`src/rtl/exc_ctrl.sv`:
```
// exc_ctrl: exception sequencing unit in front of CP0 for the multicycle core.
// Ports: clk, rst (async high); instr_valid, is_syscall/break/teq/eret, teq_eq,
//   pc_in[31:0], status[31:0], ext_int -> exception, eret, cause[4:0],
//   exc_pc[31:0], pc_redirect, busy, int_pending.
module exc_ctrl #(
  parameter int SYNC_STAGES = 2
) (
  input  logic        clk,
  input  logic        rst,
  input  logic        instr_valid,
  input  logic        is_syscall,
  input  logic        is_break,
  input  logic        is_teq,
  input  logic        is_eret,
  input  logic        teq_eq,
  input  logic [31:0] pc_in,
  input  logic [31:0] status,
  input  logic        ext_int,
  output logic        exception,
  output logic        eret,
  output logic [4:0]  cause,
  output logic [31:0] exc_pc,
  output logic        pc_redirect,
  output logic        busy,
  output logic        int_pending
);

  typedef enum logic [1:0] {
    IDLE,
    TRAP,
    ERET,
    REDIRECT
  } state_t;

  state_t state, state_n;

  logic [SYNC_STAGES-1:0] sync;
  logic                   sync_prev;
  logic                   int_rise;

  logic       idle_v;
  logic       take_eret;
  logic       take_sys;
  logic       take_brk;
  logic       take_teq;
  logic       take_int;
  logic       take_trap;
  logic [4:0] cause_n;
  logic [31:0] pc_n;

  // ext_int is asynchronous; only the last stage is used for edge detection.
  always_ff @(posedge clk or posedge rst) begin
    if (rst) begin
      sync      <= '0;
      sync_prev <= 1'b0;
    end else begin
      sync      <= {sync[SYNC_STAGES-2:0], ext_int};
      sync_prev <= sync[SYNC_STAGES-1];
    end
  end

  assign int_rise = sync[SYNC_STAGES-1] & ~sync_prev;

  assign idle_v    = (state == IDLE) & instr_valid;
  assign take_eret = idle_v & is_eret;
  assign take_sys  = idle_v & is_syscall & status[0] & status[1];
  assign take_brk  = idle_v & is_break & status[0] & status[2];
  assign take_teq  = idle_v & is_teq & teq_eq & status[0] & status[3];

  // A disabled decode flag retires as a NOP, so a pending interrupt
  // can still ride on that commit.
  assign take_int  = idle_v & ~is_eret & ~take_sys & ~take_brk & ~take_teq
                   & int_pending & status[0] & status[4];

  assign take_trap = ~is_eret & (take_sys | take_brk | take_teq | take_int);

  always_comb begin
    cause_n = 5'd0;
    pc_n    = pc_in;
    if (take_sys) begin
      cause_n = 5'd8;
    end else if (take_brk) begin
      cause_n = 5'd9;
    end else if (take_teq) begin
      cause_n = 5'd13;
    end else begin
      cause_n = 5'd0;
      pc_n    = pc_in + 32'd4;
    end
  end

  always_ff @(posedge clk or posedge rst) begin
    if (rst) begin
      state       <= IDLE;
      cause       <= 5'd0;
      exc_pc      <= 32'd0;
      int_pending <= 1'b0;
    end else begin
      state <= state_n;
      if (take_trap) begin
        cause  <= cause_n;
        exc_pc <= pc_n;
      end
      // A new edge in the clear cycle wins over the clear.
      if (int_rise) begin
        int_pending <= 1'b1;
      end else if (take_int) begin
        int_pending <= 1'b0;
      end
    end
  end

  always_comb begin
    state_n     = state;
    exception   = 1'b0;
    eret        = 1'b0;
    pc_redirect = 1'b0;
    busy        = 1'b0;
    unique case (state)
      IDLE: begin
        if (take_eret) begin
          state_n = ERET;
        end else if (take_trap) begin
          state_n = TRAP;
        end
      end
      TRAP: begin
        exception = 1'b1;
        busy      = 1'b1;
        state_n   = REDIRECT;
      end
      ERET: begin
        eret    = 1'b1;
        busy    = 1'b1;
        state_n = REDIRECT;
      end
      REDIRECT: begin
        pc_redirect = 1'b1;
        busy        = 1'b1;
        state_n     = IDLE;
      end
      default: state_n = IDLE;
    endcase
  end

endmodule

```
`config.mk`:
```
export PLATFORM = sky130hd
export DESIGN_NAME = exc_ctrl
export DESIGN_NICKNAME = d
export VERILOG_FILES = /design/src/rtl/exc_ctrl.sv
export SDC_FILE = /design/constraint.sdc
export NUM_CORES = 1
export LEC_CHECK = 0
export BUFFER_PORTS_ARGS = -buffer_cell sky130_fd_sc_hd__buf_2
export CORE_MARGIN = 1.5
export CORE_UTILIZATION = 49
export CTS_CLUSTER_DIAMETER = 200
export DETAILED_ROUTE_END_ITERATION = 8
export PLACE_DENSITY_LB_ADDON = 0.3
export SYNTH_ARGS = -nofsm -noshare
export SYNTH_HDL_FRONTEND = slang
export SYNTH_SLANG_ARGS = --single-unit
```
`constraint.sdc`:
```
create_clock -name clk -period 4.2 [get_ports clk]
set_input_delay 0.21 -clock clk [delete_from_list [all_inputs] [get_ports clk]]
set_output_delay 0.21 -clock clk [all_outputs]
set_load 0.01 [all_outputs]
```
==> results by group, run 1 <==
Logic synthesis
  – Synth unique cells: 36
  – Gate Count Post-Synth: 245
  – Warnings, synthesis: 0
  – #FFs+latches synth: slightly above 40
  – Top-area cell type share of the netlist area: 46.4%
  – Number of flops mapped to enable cells by yosys: 0
  – Synth Cell Area: around 2200 um2
  – Ranking of synthesized cells by area: dfrtp_1, nand2_1, xor2_1
  – Register area share after synthesis: a little under half
  – Ys async rst share: 100%
  – Most area-hungry cell type in the Yosys netlist: dfrtp_1
  – Post-synth top flop: dfrtp_1
  – Post-Syn Area per Cell: 9.02 um2

Floorplan
  – Die area: 4920 um2
  – I/O Pins: 115
  – Chip Height: 70.2 um
  – Row count: 24
  – Initial core utilization: 50.8%
  – Chip Width: 70.2 um
  – Core box area: roughly 4400 um2

CTS
  – Clock Root Buffer: clkbuf_8
  – Clk_lat worst skew: 300 ps
  – Cts repair resizes: 0
  – H-tree levels: 2
  – Clk buf depth: 2
  – CTS Sinks: between 40 and 50
  – Clock-pin transition on the worst setup and hold timing paths: about 80 ps
  – Num CTS Buffers: 5
  – CTS tree: yes

Setup path
  – Crit-path max FO: 25
  – Critical-path cell list: inv_1, ha_1, nand3_1, a21o_1, nand2_2, or4_1, nand3_1
  – Cell family with most CP delay: simple AND/OR/NAND/NOR gates
  – Reg-to-reg critical path endpoint: exc_pc[20]
  – Crit path required time: 4430 ps
  – R2R cell count: 7
  – CP max-delay cell: a21o_1
  – Worst path max stage delay: ~640 ps
  – WP data arrival: approximately 2600 ps
  – CP Launch Type: register
  – Setup CP Type: register to register
  – Worst reg2reg path startpoint: state[0]
  – Most Frequent Cell on Critical Path: nand3_1
  – R2r setup slk: 1800 ps
  – WP buf/inv: 1
  – CP Capture Type: register

Placement
  – # port buffers: 85
  – Dpl hpwl: between 3000 and 4000 um
  – GPL Wtd Cong: between 0.8 and 0.9

Global routing
  – First-pass GRT wire length: about 8600 um
  – Initial antenna violation count: 0
  – Vias in the first global route: approximately 2000
  – Congestion Overflow GR: 0
  – Largest net degree at the start of global routing: between 40 and 50
  – Total track usage: a little over a fifth

Detailed routing
  – Pre-Repair DR Iteration Count: 4
  – Antenna Nets Post-Route: 0
  – Drt drc: 0
  – Routed len/inst: around 13 um
  – Post-DR vias/cell: ~5.4
  – Vias: around 2100
  – Final WL: around 5000 um
  – Starting DRT DRC Count: 93

Layout
  – Final nets: between 400 and 500
  – Ant diodes: 0
  – Most frequent cells in the layout: buf_2, nand2_1, dfrtp_1
  – Layout area overhead: 27.5%
  – Commonest non-fill, non-tap cell in the layout: buf_2
  – Share of cells above drive strength 1: 30.4%

Timing
  – Slew margin rel.: a little under a third
  – Crit share post-route: 57.2%
  – Slew Viols, Final: 0
  – Final hold viol count: 0
  – WHS: between 20 and 25 ps
  – RSZ-0062 raised after global routing: no
  – Setup_tns: 0 ps
  – Final setup fails: 0
  – Max frequency: 0.417 GHz
  – Tmin final: 2400 ps
  – Skew final: approximately 8 ps
  – Worst-margin pin slew: 1020 ps

Min path
  – Worst hold path class: input port to asynchronous set/reset pin

Pwr
  – Net Sw Frac: roughly 35%
  – Int Power: 1.04 mW
  – Clock power share: about a quarter
  – Worst vdd ir: approximately 0.28 mV
  – Pwr dens: 564 nW/um2
  – Sequential Power Share: around two fifths
  – Combinational share of power: between 30% and 40%
  – Tot Pwr: around 1.6 mW
  – Leak Pwr: 1.37 nW
  – Switch Pwr: about 550 uW

Flow run
  – Max Cap Violations: 0

Run status
  – Status: finished clean
## flip-flops by register name, indices dropped and copies added (netlist names)
register     count
sync_prev        1
exc_pc          32
sync             2
int_pending      1
cause            3
state            2
## how the worst max path moves through the flow
stage | start | to | cells after the start
floorplan | state[0] | exc_pc[20] | 7
global placement | state[0] | exc_pc[20] | 7
detailed placement | state[0] | exc_pc[20] | 7
CTS | state[0] | exc_pc[20] | 7
global route | state[0] | exc_pc[20] | 7
finish | state[0] | exc_pc[20] | 7
## metal layers
| metal | share of wire, % | global-route usage [%] | vias up | wire, um |
|---|---|---|---|---|
| met3 | 4.3 | 4.76 | 9 | 218 |
| met2 | 48 | 37.0 | 66 | 2430 |
| met4 | 1.9 | 8.33 | 0 | 97 |
| met5 | 0 | 0 | - | 0 |
| met1 | 45 | 27.6 | 972 | 2280 |
| li1 | - | - | 1034 | - |
## worst reg2reg max path: stages, from the launching register on
cell and delay, ps:
dfrtp_1 410, inv_1 90, ha_1 260, nand3_1 210, a21o_1 640, nand2_2 140, or4_1 490, nand3_1 90
## area by class of cell
cell class,instances,area (um2)
Multi-Input combinational cell,188,1120
Inverter,7,26.3
Fill cell,388,1540
Sequential cell,41,1030
Timing Repair Buffer,88,450
Clock inverter,3,65.1
Clock buffer,5,68.8
Tap cell,52,65.1
## synth_stat cells (3+ instances only)
master,n
nand2_1,50
inv_1,7
clkbuf_1,6
nand4_1,14
o21ai_1,4
nand3_1,18
nor4_1,4
and3_1,3
o21ai_0,29
xnor2_1,7
nor3_1,5
dfrtp_1,41
xor2_1,21
ha_1,5
nor2_1,6
## stage by stage
stage               util [%]  area, um2  setup WS (ps)  cells
finish                  64.7       2820           1800    384
global route            64.7       2820           1520    384
CTS                     64.5       2810           1780    383
detailed placement      61.4       2680           1810    375
global placement        61.4       2680           1880    375
floorplan                  -       2210           2370    246
## cells by family after synthesis
group                    after synthesis  synth area share, %
buffers and inverters                 17                 3.34
XOR/XNOR                              28                 11.1
AND/OR/NAND/NOR                      109                 25.0
flip-flops                            41                 46.4
AO/OA/AOI/OAI                         44                 11.2
adder cells (fa/ha/maj)                5                 2.83
other                                  1                0.170
## power groups by stage
stage	Clock (mW)	Combinational (mW)	Sequential, mW
final	0.374	0.559	0.658
after global routing	0.398	0.632	0.681
after CTS	0.383	0.568	0.659
after detailed placement	0	0.568	0.666
after global placement	0	0.548	0.660
after floorplan	0	0.224	0.744
## repair_timing
item / CTS / global route
buffers inserted: 0 / 0
hold endpoints to repair: 0 / 1
hold buffers: 0 / 1
No activity file was read; power rests on OpenSTA's default activity.
==> run 2: changes to the inputs <==
--- a/config.mk
+++ b/config.mk
@@ -5,9 +5,10 @@
 export SDC_FILE = /design/constraint.sdc
 export NUM_CORES = 1
 export LEC_CHECK = 0
+export ABC_AREA = 1
 export BUFFER_PORTS_ARGS = -buffer_cell sky130_fd_sc_hd__buf_2
 export CORE_MARGIN = 1.5
-export CORE_UTILIZATION = 49
+export CORE_UTILIZATION = 48
 export CTS_CLUSTER_DIAMETER = 200
 export DETAILED_ROUTE_END_ITERATION = 8
 export PLACE_DENSITY_LB_ADDON = 0.3
==> constraint.sdc (replaced) <==
create_clock -name clk -period 2.47 [get_ports clk]
set_input_delay 0.1235 -clock clk [delete_from_list [all_inputs] [get_ports clk]]
set_output_delay 0.1235 -clock clk [all_outputs]
set_load 0.01 [all_outputs]
==> run 2 against run 1 <==
Against the previous run:
- synthesized area up 19%
- worst hold slack improved by 4.3 ps
- non-clock buffer count up 3
- die area is 20% higher
- first-iteration DRC count up 17%
- utilization is 3.2 points lower
- largest cell class unchanged
==> results by group, run 2 <==
Run status
  – Status: finished clean

Detailed routing
  – Routed len/inst: 12.3 um
  – Drt drc: 0
  – Pre-Repair DR Iteration Count: 4
  – Post-DR vias/cell: 5.04
  – Final WL: roughly 6400 um
  – Vias: 2645
  – Starting DRT DRC Count: 109
  – Antenna Nets Post-Route: 0

Placement
  – Post-place setup slack: 477 ps
  – # port buffers: 85
  – Dpl hpwl: slightly below 5000 um
  – GPL Wtd Cong: ~0.93

Floorplan
  – Row count: 26
  – Initial core utilization: around half
  – Core box area: roughly 5200 um2
  – Chip Width: about 77 um
  – Die area: roughly 5900 um2
  – Chip Height: between 70 and 80 um
  – I/O Pins: 115

Setup path
  – Cell family with most CP delay: compound AO/OA/AOI/OAI gates
  – Crit path required time: 2690 ps
  – Worst path max stage delay: ~400 ps
  – CP max-delay cell: dfrtp_1
  – Crit-path max FO: 26
  – CP Launch Type: register
  – Setup CP Type: register to register
  – WP buf/inv: 2
  – WP data arrival: ~2200 ps
  – R2r setup slk: approximately 470 ps
  – CP Capture Type: register
  – Critical-path cell list: inv_1, ha_1, nand3_2, a21oi_4, nor2_4, o21ai_4, buf_4, nor2_1, a31oi_1

Timing
  – Crit share post-route: about four fifths
  – Skew final: 5.30 ps
  – Tmin final: ~2000 ps
  – Post-route setup slack: around 470 ps
  – Worst-margin pin slew: roughly 810 ps
  – Slew Viols, Final: 0
  – Slew margin rel.: about 46%
  – Final hold viol count: 0
  – Max frequency: around 0.5 GHz
  – Setup_tns: 0 ps
  – RSZ-0062 raised after global routing: no
  – Final setup fails: 0

Min path
  – Worst hold path class: input port to register

CTS
  – CTS Sinks: 41
  – Clk_lat worst skew: ~300 ps
  – Clk buf depth: 2
  – Clock-pin transition on the worst setup and hold timing paths: ~80 ps
  – CTS Hold Bufs: 2
  – Clock Root Buffer: clkbuf_8
  – CTS tree: yes
  – Cts repair resizes: 0
  – Post-CTS Setup Bufs: 0
  – Num CTS Buffers: 5
  – H-tree levels: 2

Logic synthesis
  – Warnings, synthesis: 0
  – Ys async rst share: 100%
  – Synth Cell Area: between 2000 and 3000 um2
  – Gate Count Post-Synth: roughly 370
  – Post-synth top flop: dfrtp_1
  – Top-count cell post-synth: nand2_1
  – Top-area cell type share of the netlist area: between 30 and 40%
  – Most area-hungry cell type in the Yosys netlist: dfrtp_1
  – Top post-synthesis cells by count: nand2_1, nand3_1, inv_1, dfrtp_1, nor2_1
  – Number of flops mapped to enable cells by yosys: 0
  – Ranking of synthesized cells by area: dfrtp_1, nand2_1, nand3_1
  – #FFs+latches synth: between 40 and 50
  – Post-Syn Area per Cell: around 7 um2
  – Register area share after synthesis: roughly two fifths
  – Synth unique cells: 28

Layout
  – Final core utilization: between 60% and 70%
  – Share of cells above drive strength 1: about a quarter
  – Largest register FFs: 32
  – Final nets: approximately 530
  – Most frequent cells in the layout: nand2_1, buf_2, nand3_1
  – Layout area overhead: 21.4%
  – # fillers: slightly below 500
  – Area of the multi-input gates: between 1000 and 1500 um2
  – Largest Register: exc_pc
  – FF+latch area: a little over 1000 um2
  – Ant diodes: 0
  – Largest regs: exc_pc x32, cause x3
  – Commonest non-fill, non-tap cell in the layout: nand2_1

Global routing
  – Initial antenna violation count: 0
  – Vias in the first global route: 2526
  – Largest net degree at the start of global routing: 43
  – Total track usage: between 20% and 30%
  – Congestion Overflow GR: 0
  – First-pass GRT wire length: about 11000 um

Pwr
  – Pwr dens: roughly 800 nW/um2
  – Worst vdd ir: 0.568 mV
  – Leak Pwr: around 1.8 nW

Flow run
  – Max Cap Violations: 0
-- run 2: cell count changes in the layout (fill, tap and decap cells not counted), moves of 7 or more --
cell	before	now
o21ai_0	29	3
xor2_1	21	6
o21bai_1	0	7
nor2_1	6	26
nand2_1	49	129
nand3_1	18	49
inv_1	6	45
-- run 2: area by class of cell --
class | instances | area share, %
repair buffers | 91 | 14.9
clock inverters | 1 | 0.236
flip-flops and latches | 41 | 32.2
multi-input cells | 269 | 41.6
well taps | 70 | 2.75
inverters | 47 | 5.62
clock buffers | 6 | 2.60
-- run 2: kinds of logic after synthesis --
group,share of synthesized area (%)
and+or+nand+nor,38.1
buffers and inverters,10.5
adders and majority gates,2.39
AOI/OAI and AO/OA,7.40
xor gates and xnor gates,2.34
other,0.143
DFF,39.2
-- run 2: worst paths after layout --
kind | cells after the start | startpoint | endpoint
worst max-delay path | 9 | state[0] | exc_pc[3]
worst min-delay path | 3 | pc_in[1] | exc_pc[1]
worst max register to register | 9 | state[0] | exc_pc[3]
worst min register to register | 0 | sync[0] | sync[1]
max in group asynchronous | 4 | rst | exc_pc[21]
min in group asynchronous | 3 | rst | exc_pc[4]
-- run 2: stage by stage --
step	total power [mW]	hold WS, ps	instance area, um2	instances
detailed placement	2.15	212	3070	516
global route	2.80	44.5	3180	525
CTS	2.61	28.1	3180	525
finish	2.59	25.8	3180	525
global placement	2.12	203	3070	516
floorplan	1.73	155	2620	367
-- run 2: report_power, final --
part,switching (mW),internal (mW)
combinational,0.614,0.436
clock,0.233,0.221
sequential,0.140,0.949
-- run 2: layer usage --
layer	share of wire, %	global-route usage (%)	up-vias	routed length [um]
met2	47	38.4	96	3020
li1	-	-	1344	-
met4	2.0	10.0	0	131
met1	45	28.8	1191	2900
met5	0	0	-	0
met3	6.1	4.64	14	395
-- run 2: tightest hold or removal path: cells and delay by family --
kind / cells / cell delay, ps
and+or+nand+nor: 2 / 90
buffers and inverters: 1 / 80
